<file path="src/rtl/pulse_pkg.sv">
// Shared types for the shaping-filter back end: sample/time widths, detector state, event record.
package pulse_pkg;

    localparam int SIZE_FILTER_DATA = 16;
    localparam int SIZE_TIME        = 32;

    typedef enum logic [1:0] {
        IDLE    = 2'd0,
        ARMED   = 2'd1,
        HOLDOFF = 2'd2
    } state_t;

    // "time" is a reserved word, so the timestamp field is named ts.
    typedef struct packed {
        logic [SIZE_FILTER_DATA-1:0] peak;
        logic [SIZE_TIME-1:0]        ts;
    } evt_t;

endpackage

</file>
<file path="src/rtl/evt_fifo.sv">
// First-word-fall-through event buffer; head visible the cycle after the push, one pop per cycle.
// A push into a full FIFO is only taken when a pop frees the slot in the same cycle.
module evt_fifo
    import pulse_pkg::*;
#(
    parameter int DEPTH = 4,
    localparam int AW = $clog2(DEPTH),
    localparam int CW = $clog2(DEPTH + 1)
) (
    input  logic          clk,
    input  logic          reset,
    input  logic          push,
    input  evt_t          push_dat,
    input  logic          pop,
    output evt_t          head,
    output logic          full,
    output logic          empty,
    output logic [CW-1:0] count
);

    evt_t          mem [DEPTH];
    evt_t          last_head;
    logic [AW-1:0] wr_ptr;
    logic [AW-1:0] rd_ptr;
    logic [CW-1:0] cnt;
    logic          do_push;
    logic          do_pop;

    assign full    = (cnt == CW'(DEPTH));
    assign empty   = (cnt == '0);
    assign count   = cnt;
    assign do_pop  = pop && !empty;
    assign do_push = push && (!full || do_pop);

    // When drained, keep presenting the last head instead of a stale slot.
    assign head = empty ? last_head : mem[rd_ptr];

    always_ff @(posedge clk or negedge reset) begin
        if (!reset) begin
            for (int i = 0; i < DEPTH; i++) begin
                mem[i] <= '0;
            end
            last_head <= '0;
            wr_ptr    <= '0;
            rd_ptr    <= '0;
            cnt       <= '0;
        end else begin
            if (do_push) begin
                mem[wr_ptr] <= push_dat;
                wr_ptr      <= wr_ptr + 1'b1;
            end
            if (do_pop) begin
                rd_ptr <= rd_ptr + 1'b1;
            end
            if (!empty) begin
                last_head <= mem[rd_ptr];
            end
            case ({do_push, do_pop})
                2'b10:   cnt <= cnt + 1'b1;
                2'b01:   cnt <= cnt - 1'b1;
                default: cnt <= cnt;
            endcase
        end
    end

endmodule

</file>
<file path="src/rtl/pulse_peak_detector.sv">
// Threshold pulse detector: captures peak amplitude/time per pulse, buffers events for readout.
// Event valid two edges after the terminating sample; full buffer without pop drops and counts.
module pulse_peak_detector
    import pulse_pkg::*;
#(
    parameter int HOLDOFF_LEN = 16,
    parameter int FIFO_DEPTH  = 4
) (
    input  logic                        clk,
    input  logic                        reset,
    input  logic [SIZE_FILTER_DATA-1:0] filter_data,
    input  logic [SIZE_FILTER_DATA-1:0] threshold,
    output logic                        evt_valid,
    input  logic                        evt_ready,
    output logic [SIZE_FILTER_DATA-1:0] evt_peak,
    output logic [SIZE_TIME-1:0]        evt_time,
    output logic [7:0]                  overflow_cnt,
    output logic                        busy
);

    localparam int CW = $clog2(FIFO_DEPTH + 1);

    logic [SIZE_FILTER_DATA-1:0] din_r;
    logic [SIZE_TIME-1:0]        din_t;
    logic [SIZE_TIME-1:0]        ts;
    state_t                      state;
    logic [SIZE_FILTER_DATA-1:0] pk;
    logic [SIZE_TIME-1:0]        pk_t;
    logic [7:0]                  hold_cnt;

    logic          push;
    logic          pop;
    evt_t          push_dat;
    evt_t          head;
    logic          fifo_full;
    logic          fifo_empty;
    logic [CW-1:0] fifo_count;

    // Each registered sample carries the counter value it was captured with.
    always_ff @(posedge clk or negedge reset) begin
        if (!reset) begin
            din_r <= '0;
            din_t <= '0;
            ts    <= '0;
        end else begin
            din_r <= filter_data;
            din_t <= ts;
            ts    <= ts + 1'b1;
        end
    end

    assign push          = (state == ARMED) && (din_r <= threshold);
    assign push_dat.peak = pk;
    assign push_dat.ts   = pk_t;
    assign pop           = evt_valid && evt_ready;

    always_ff @(posedge clk or negedge reset) begin
        if (!reset) begin
            state    <= IDLE;
            pk       <= '0;
            pk_t     <= '0;
            hold_cnt <= '0;
        end else begin
            case (state)
                IDLE: begin
                    if (din_r > threshold) begin
                        pk    <= din_r;
                        pk_t  <= din_t;
                        state <= ARMED;
                    end
                end
                ARMED: begin
                    // The terminating sample closes the event and is never a peak candidate.
                    if (din_r <= threshold) begin
                        hold_cnt <= 8'(HOLDOFF_LEN);
                        state    <= HOLDOFF;
                    end else if (din_r > pk) begin
                        pk   <= din_r;
                        pk_t <= din_t;
                    end
                end
                HOLDOFF: begin
                    if (hold_cnt != 8'd0) begin
                        hold_cnt <= hold_cnt - 8'd1;
                    end else if (din_r <= threshold) begin
                        state <= IDLE;
                    end
                end
                default: state <= IDLE;
            endcase
        end
    end

    always_ff @(posedge clk or negedge reset) begin
        if (!reset) begin
            overflow_cnt <= '0;
        end else if (push && fifo_full && !pop && (overflow_cnt != 8'hFF)) begin
            overflow_cnt <= overflow_cnt + 8'd1;
        end
    end

    evt_fifo #(
        .DEPTH (FIFO_DEPTH)
    ) u_evt_fifo (
        .clk      (clk),
        .reset    (reset),
        .push     (push),
        .push_dat (push_dat),
        .pop      (pop),
        .head     (head),
        .full     (fifo_full),
        .empty    (fifo_empty),
        .count    (fifo_count)
    );

    assign evt_valid = !fifo_empty;
    assign evt_peak  = head.peak;
    assign evt_time  = head.ts;
    assign busy      = (state != IDLE);

    always_ff @(posedge clk) begin
        if (reset) begin
            assert (fifo_count <= CW'(FIFO_DEPTH));
        end
    end

endmodule

</file>
<file path="config.mk">
export PLATFORM = sky130hd
export DESIGN_NAME = pulse_peak_detector
export DESIGN_NICKNAME = d
export VERILOG_FILES = /design/src/rtl/pulse_pkg.sv /design/src/rtl/evt_fifo.sv /design/src/rtl/pulse_peak_detector.sv
export SDC_FILE = /design/constraint.sdc
export NUM_CORES = 1
export LEC_CHECK = 0
export BUFFER_PORTS_ARGS = -buffer_cell sky130_fd_sc_hd__buf_2
export CORE_MARGIN = 4
export CORE_UTILIZATION = 45
export CTS_CLUSTER_SIZE = 25
export DETAILED_ROUTE_END_ITERATION = 8
export PLACE_DENSITY = 0.59
export RECOVER_POWER = 100
export SLEW_MARGIN = 20
export SYNTH_ARGS = -nofsm -noshare
export SYNTH_HDL_FRONTEND = slang
export SYNTH_SLANG_ARGS = --single-unit
</file>
<file path="constraint.sdc">
create_clock -name clk -period 4.8 [get_ports clk]
set_input_delay 0.72 -clock clk [delete_from_list [all_inputs] [get_ports clk]]
set_output_delay 0.72 -clock clk [all_outputs]
set_load 0.03 [all_outputs]
</file>
---- Word level (Yosys, flattened, before mapping) ----
Index checks and enable logic that the tools add are counted.
word-level totals
  bits in read-only memories .............. 0
  memories ................................ 0
  RAM bits ................................ 0
  register bits ........................... 393
  output and inout port bits .............. 58
  word-level logic and storage cells ...... 95
  bits of input ports ..................... 35
  latch bits .............................. 0
operators by class
  eq/ne operators ......................... 13
  magnitude comparators ................... 6
  shift operators ......................... 0
  $mul .................................... 0
  bitwise operators ....................... 2
  reductions and logical operators ........ 22
  divide/modulo/power cells ............... 0
  $add $sub $neg .......................... 7
  mux-type cells .......................... 24
operators with widths
  operator                                                            count
  192-bit bitwise mux                                                 1
  48-bit 2-to-1 mux                                                   4
  48-bit binary-select mux with 2-bit select                          1
  48-bit demux with 2-bit select                                      1
  32-bit 2-to-1 mux                                                   3
  32-bit case mux with 2 select lines                                 1
  16-bit 2-to-1 mux                                                   3
  32-bit by 1-bit adder with 32-bit output, second input constant     1
  16-bit greater-than comparator                                      2
  16-bit case mux with 2 select lines                                 1
  16-bit <= comparator                                                1
  8-bit 2-to-1 mux                                                    2
  8-bit case mux with 2 select lines                                  1
  2-bit inequality test, second input constant                        5
  8-bit by 1-bit adder with 8-bit output, second input constant       1
  1-bit logical AND                                                   8
  2-bit 2-to-1 mux                                                    4
  8-bit inequality test, second input constant                        1
  4-bit AND reduction                                                 2
  2-bit nonzero test                                                  4
  8-bit nonzero test                                                  1
  8-bit by 1-bit subtractor with 8-bit output, second input constant  1
  3-bit greater-or-equal comparator, second input constant            2
  2-bit NOT with 3-bit output                                         2
  other kinds (15)                                                    21

---- Depth between registers and ports, before layout ----
  depth after elaboration ................. 8
  gate-level depth with buffers ........... 15
  gate-level depth less buffers ........... 14

---- Modules after synthesis ----
A second synthesis with hierarchy kept.
second synthesis, totals
  cells, all modules ...................... 1170
  area, all modules ....................... 16910.0 um^2
modules (own cells, without submodules)
  module               seq. area each (um^2)  instances  cells each  area an instance (um^2)
  evt_fifo             6180.9                 1          708         10810.4
  pulse_peak_detector  3653.5                 1          462         6099.6

---- Worst setup path after synthesis ----
No wires, ideal clock.
  kind .................................... input to register
  from .................................... input port threshold[15]
  to ...................................... register u_evt_fifo.cnt[1], in the netlist u_evt_fifo.count[1]
  path buffers ............................ 1
  data arrival time ....................... 3.311 ns
  stages on the path ...................... 13
  setup slack ............................. 1.406 ns
  data required time ...................... 4.717 ns
  setup time .............................. 0.083 ns
  path through ............................ inv_1 -> ha_1 -> nand4_2 -> nor3_1 -> a2111o_1 -> o31a_1 -> buf_6 -> nor3b_1 -> inv_1 -> ha_1 -> inv_1 -> fa_1 -> o21ai_0
between the ends
  cells in the longest elaborated chain, start to end .. 5
  elaborated cells on any way between the ends .. 7
  those cells by class .................... order compare: 1; eq/ne: 2; mux: 1; reduce/logical: 3
ends and longest elaborated chain
  element                                                                                line                       source
  start: declaration                                                                     pulse_peak_detector.sv:12  input logic [SIZE_FILTER_DATA-1:0] threshold,
  16-bit <= comparator (*)                                                               pulse_peak_detector.sv:52  assign push = (state == ARMED) && (din_r <= threshold);
  1-bit logical AND (*)                                                                  pulse_peak_detector.sv:52
  1-bit logical AND (*)                                                                  evt_fifo.sv:33             assign do_push = push && (!full || do_pop);
  2-bit by 1-bit equality test with 1-bit output or 2-bit equality test (tied branches)  evt_fifo.sv:58             case ({do_push, do_pop})
  3-bit case mux with 2 select lines or 2-bit nonzero test (tied branches)               --
  end signal: assignment                                                                 evt_fifo.sv:59             2'b10: cnt <= cnt + 1'b1;
  end signal: assignment                                                                 evt_fifo.sv:60             2'b01: cnt <= cnt - 1'b1;
  end signal: assignment                                                                 evt_fifo.sv:61             default: cnt <= cnt;
  end: declaration                                                                       evt_fifo.sv:25             logic [CW-1:0] cnt;
Every way passes the cells marked *; elsewhere a longest branch is shown, timed or not.
A chain may end at the register's enable or synchronous reset.

---- Final worst setup path ----
  from .................................... register din_r[15]
  to ...................................... register pk_t[20]
between the ends
  cells in the longest elaborated chain, start to end .. 3
  elaborated cells on any way between the ends .. 7
  those cells by class .................... order compare: 3; eq/ne: 3; reduce/logical: 1
ends and longest elaborated chain
  element                                                                                                     line                       source
  start: declaration                                                                                          pulse_peak_detector.sv:23  logic [SIZE_FILTER_DATA-1:0] din_r;
  start signal: assignment                                                                                    pulse_peak_detector.sv:46  din_r <= filter_data;
  16-bit greater-than comparator, or another cell as far along                                                pulse_peak_detector.sv:77  end else if (din_r > pk) begin
  2-bit by 1-bit inequality test with 1-bit output (no source line) or 2-bit inequality test (tied branches)  --
  4-bit AND reduction (no source line) (*)                                                                    --
  end signal: assignment                                                                                      pulse_peak_detector.sv:68  pk_t <= din_t;
  end signal: assignment                                                                                      pulse_peak_detector.sv:79  pk_t <= din_t;
  end: declaration                                                                                            pulse_peak_detector.sv:28  logic [SIZE_TIME-1:0] pk_t;
Marks and branches as above.

==> metrics.cfg <==
[worst_setup_path]
worstSetupStartpointType=flop
worst_path_slowest_cell=sky130_fd_sc_hd__clkbuf_1
critical_path_class=flop to flop
crit_path_end_kind=flop
timing.critical_path.fanout_max=24
critical-path-top-delay-family=simple AND/OR/NAND/NOR gates
cp_slowest_stage_delay_ns=0.55
cp.arrival_ns=4.49
cp_cell_sequence=ha_1 > nand4_1 > nor4_1 > a21boi_0 > o31a_1 > clkbuf_1 > nand3_1 > buf_4 > mux2_2
required_ns=5.22
worst_path_buf_inv=2

[clock_network]
tritoncts_clock_tree=built
clock_tree.root_cell=sky130_fd_sc_hd__clkbuf_16
cts.hold.buffers_added=0
cts_sinks=393
cts.path.max_buffers=3
htree_num_levels=2
cts_resized=0
clk_latency_ns=0.55
clk_transition_reported_paths_ns=0.06
cts_buffers=43
postCtsSetupBuffers=0

[drt]
post-route-drc-count=0
drt.antenna.violating_nets=0
drt-initial-drc-count=458
drt-vias-per-instance=5.305
iteration_count_of_the_initial_detailed_routing_pass=5
drt_wl_total_mm=31.14
dr_total_vias=8892
post_drt_wl_per_cell_um=18.58

[floorplanning]
design.portCount=93
floorplan.core_area_um2=36520
die_w_um=200.0
die_height_um=200.0
starting_density_of_the_core_pct=45.40
fp.dieArea_um2=39980
site_row_count=70

[final_layout]
antennaDiodeCount=0
most-common-layout-cells=sky130_fd_sc_hd__dfrtp_1, sky130_fd_sc_hd__mux2_2, sky130_fd_sc_hd__mux2_1
layout_commonest_cell=sky130_fd_sc_hd__dfrtp_1
post_route_cells_drive_above_1_share_pct=28.97
number_of_nets_in_the_layout=1259
multi_input_comb_area_um2=6226
sequential_cell_area_um2=9842
finish.cell_count_without_fillers=1676
fin_area_um2=18690
n_fill_cell=3142
flow.area_growth_from_synthesis_pct=12.69

[global_route]
global_route.usage.total_pct=16.38
antenna_violations_before_repair=0
grt_start_max_net_pins=111
vias_in_the_first_global_route=9401
global_route.overflow_total=0
grt_pass1_wl_mm=52.10

[synth]
synth-warning-count=0
synth-seq-cells=393
mappedNetlistNets=1154
cell_types_with_the_largest_area_share_after_synthesis=sky130_fd_sc_hd__dfrtp_1, sky130_fd_sc_hd__mux2_2, sky130_fd_sc_hd__mux4_2
syn-mean-instance-area_um2=15.40
synth_ff_type=sky130_fd_sc_hd__dfrtp_1
yosysSeqAreaShare_pct=59.31
post_synth_inst_count=1077
synth_largest_type_area_fraction_pct=59.31
synth_enable_flop_cells=0
ys_async_sr_fraction_pct=100.0
synth_top_cell_by_area=sky130_fd_sc_hd__dfrtp_1
synth.cell_area_um2=16580
post_synth_num_cell_types=48

[sta]
clock_skew_ns=0.01450
final-max-slew-violation-count=247
hold_violations=0
whs_ns=0.2741
slew_headroom_pct=-69.75
time_the_worst_path_needs_with_i_o_delays_and_setup_ns=4.067
final.period_utilization_pct=84.72
finalSetupViolations=0
finalSetupTns_ns=0
setup_repair_after_global_routing_missed_its_margin=no
worst-slew-pin-transition_ns=2.546
maxClockFrequency_ghz=0.2459

[outcome]
run_status=finished with violations
violations=capacitance limit, slew limit

[placed_design]
dpl.cell_count=1605
dp_hpwl_mm=18.86
numPortBuffers=92
placed_cell_area_um2=17520
finalWeightedCongestion=0.7921

[power_and_ir_drop]
power-per-cell-area_nw_per_um2=539.0
vdd.ir_drop.worst_mv=0.4336
cellLeakagePower_uw=0.009112

[worst_hold_path]
hold_class=primary input to flop

[run]
max_cap_viol_count=4

==> worst register-to-register path: stages (launching register included) <==
cell                       delay, ns
sky130_fd_sc_hd__dfrtp_1        0.42
sky130_fd_sc_hd__ha_1           0.33
sky130_fd_sc_hd__nand4_1        0.21
sky130_fd_sc_hd__nor4_1         0.42
sky130_fd_sc_hd__a21boi_0       0.26
sky130_fd_sc_hd__o31a_1         0.43
sky130_fd_sc_hd__clkbuf_1       0.55
sky130_fd_sc_hd__nand3_1        0.55
sky130_fd_sc_hd__buf_4          0.43
sky130_fd_sc_hd__mux2_2         0.34
==> report_power, final <==
group / internal (uW) / switching, uW / leakage [uW]
Clock: 1930 / 1250 / 0.000673
Sequential: 3860 / 557 / 0.00524
Combinational: 1170 / 1290 / 0.00320
==> metrics by stage <==
stage	util (%)	setup WS, ns	total power, uW
detailed placement	47.98	0.9486	7092
floorplan	-	1.406	6301
global placement	47.98	1.064	7045
CTS	51.72	1.059	10340
global route	51.16	0.4948	10670
finish	51.16	0.7334	10070
==> synth_stat cells (all sizes together) (2+ instances only) <==
| master | n |
|---|---|
| a21boi | 3 |
| a21oi | 13 |
| a31oi | 2 |
| and2 | 3 |
| and3 | 7 |
| and4 | 4 |
| buf | 35 |
| clkbuf | 12 |
| dfrtp | 393 |
| ha | 41 |
| inv | 44 |
| mux2 | 290 |
| mux4 | 48 |
| nand2 | 27 |
| nand3 | 19 |
| nand3b | 2 |
| nand4 | 15 |
| nor2 | 20 |
| nor2b | 4 |
| nor3 | 11 |
| nor4 | 5 |
| o21ai | 8 |
| or2 | 3 |
| or3 | 3 |
| or4 | 3 |
| xnor2 | 25 |
| xor2 | 24 |
==> registers in the layout (all words and copies together) (netlist names) <==
register / flops
u_evt_fifo.mem: 192
u_evt_fifo.last_head: 48
din_t: 32
pk_t: 32
ts: 32
din_r: 16
pk: 16
hold_cnt: 8
overflow_cnt: 8
u_evt_fifo.count: 3
state: 2
u_evt_fifo.rd_ptr: 2
u_evt_fifo.wr_ptr: 2
==> logic make-up (layout without fill, tap and decap cells) <==
family / Yosys count / count (layout) / share of synthesized area (%)
multiplexers: 338 / 338 / 26.21
AND/OR/NAND/NOR: 130 / 130 / 4.452
flip-flops: 393 / 393 / 59.31
AO/OA/AOI/OAI: 34 / 34 / 1.275
XOR/XNOR: 49 / 49 / 2.588
buffers and inverters: 91 / 222 / 2.950
adder cells (fa/ha/maj): 42 / 42 / 3.214
==> worst paths after layout <==
path	from	end	slack, ns	cells past startpoint
worst max-delay path	din_r[15]$_DFF_PN0_	pk_t[20]$_DFFE_PN0P_	0.73	9
worst min-delay path	filter_data[14]	din_r[14]$_DFF_PN0_	0.27	1
worst max register to register	din_r[15]$_DFF_PN0_	pk_t[20]$_DFFE_PN0P_	0.73	9
worst min register to register	ts[31]$_DFF_PN0_	din_t[31]$_DFF_PN0_	0.40	0
max in group asynchronous	reset	din_t[16]$_DFF_PN0_	1.33	2
min in group asynchronous	reset	pk[1]$_DFFE_PN0P_	0.94	1
==> layer usage <==
layer / vias to the layer above / wire (um) / track usage (%)
li1: 4066 / - / -
met1: 4673 / 14680 / 24.22
met2: 114 / 14610 / 25.29
met3: 39 / 1335 / 3.424
met4: 0 / 507 / 3.774
met5: - / 0 / 0
==> area by class of cell <==
class | count | share of cell area (%)
Multi-Input combinational cell | 593 | 33.32
Clock inverter | 7 | 0.4754
Inverter | 44 | 0.8838
Clock buffer | 64 | 6.836
Timing Repair Buffer | 107 | 2.685
Sequential cell | 393 | 52.67
Tap cell | 468 | 3.134
Note: power is estimated with default switching activity, not from simulation.
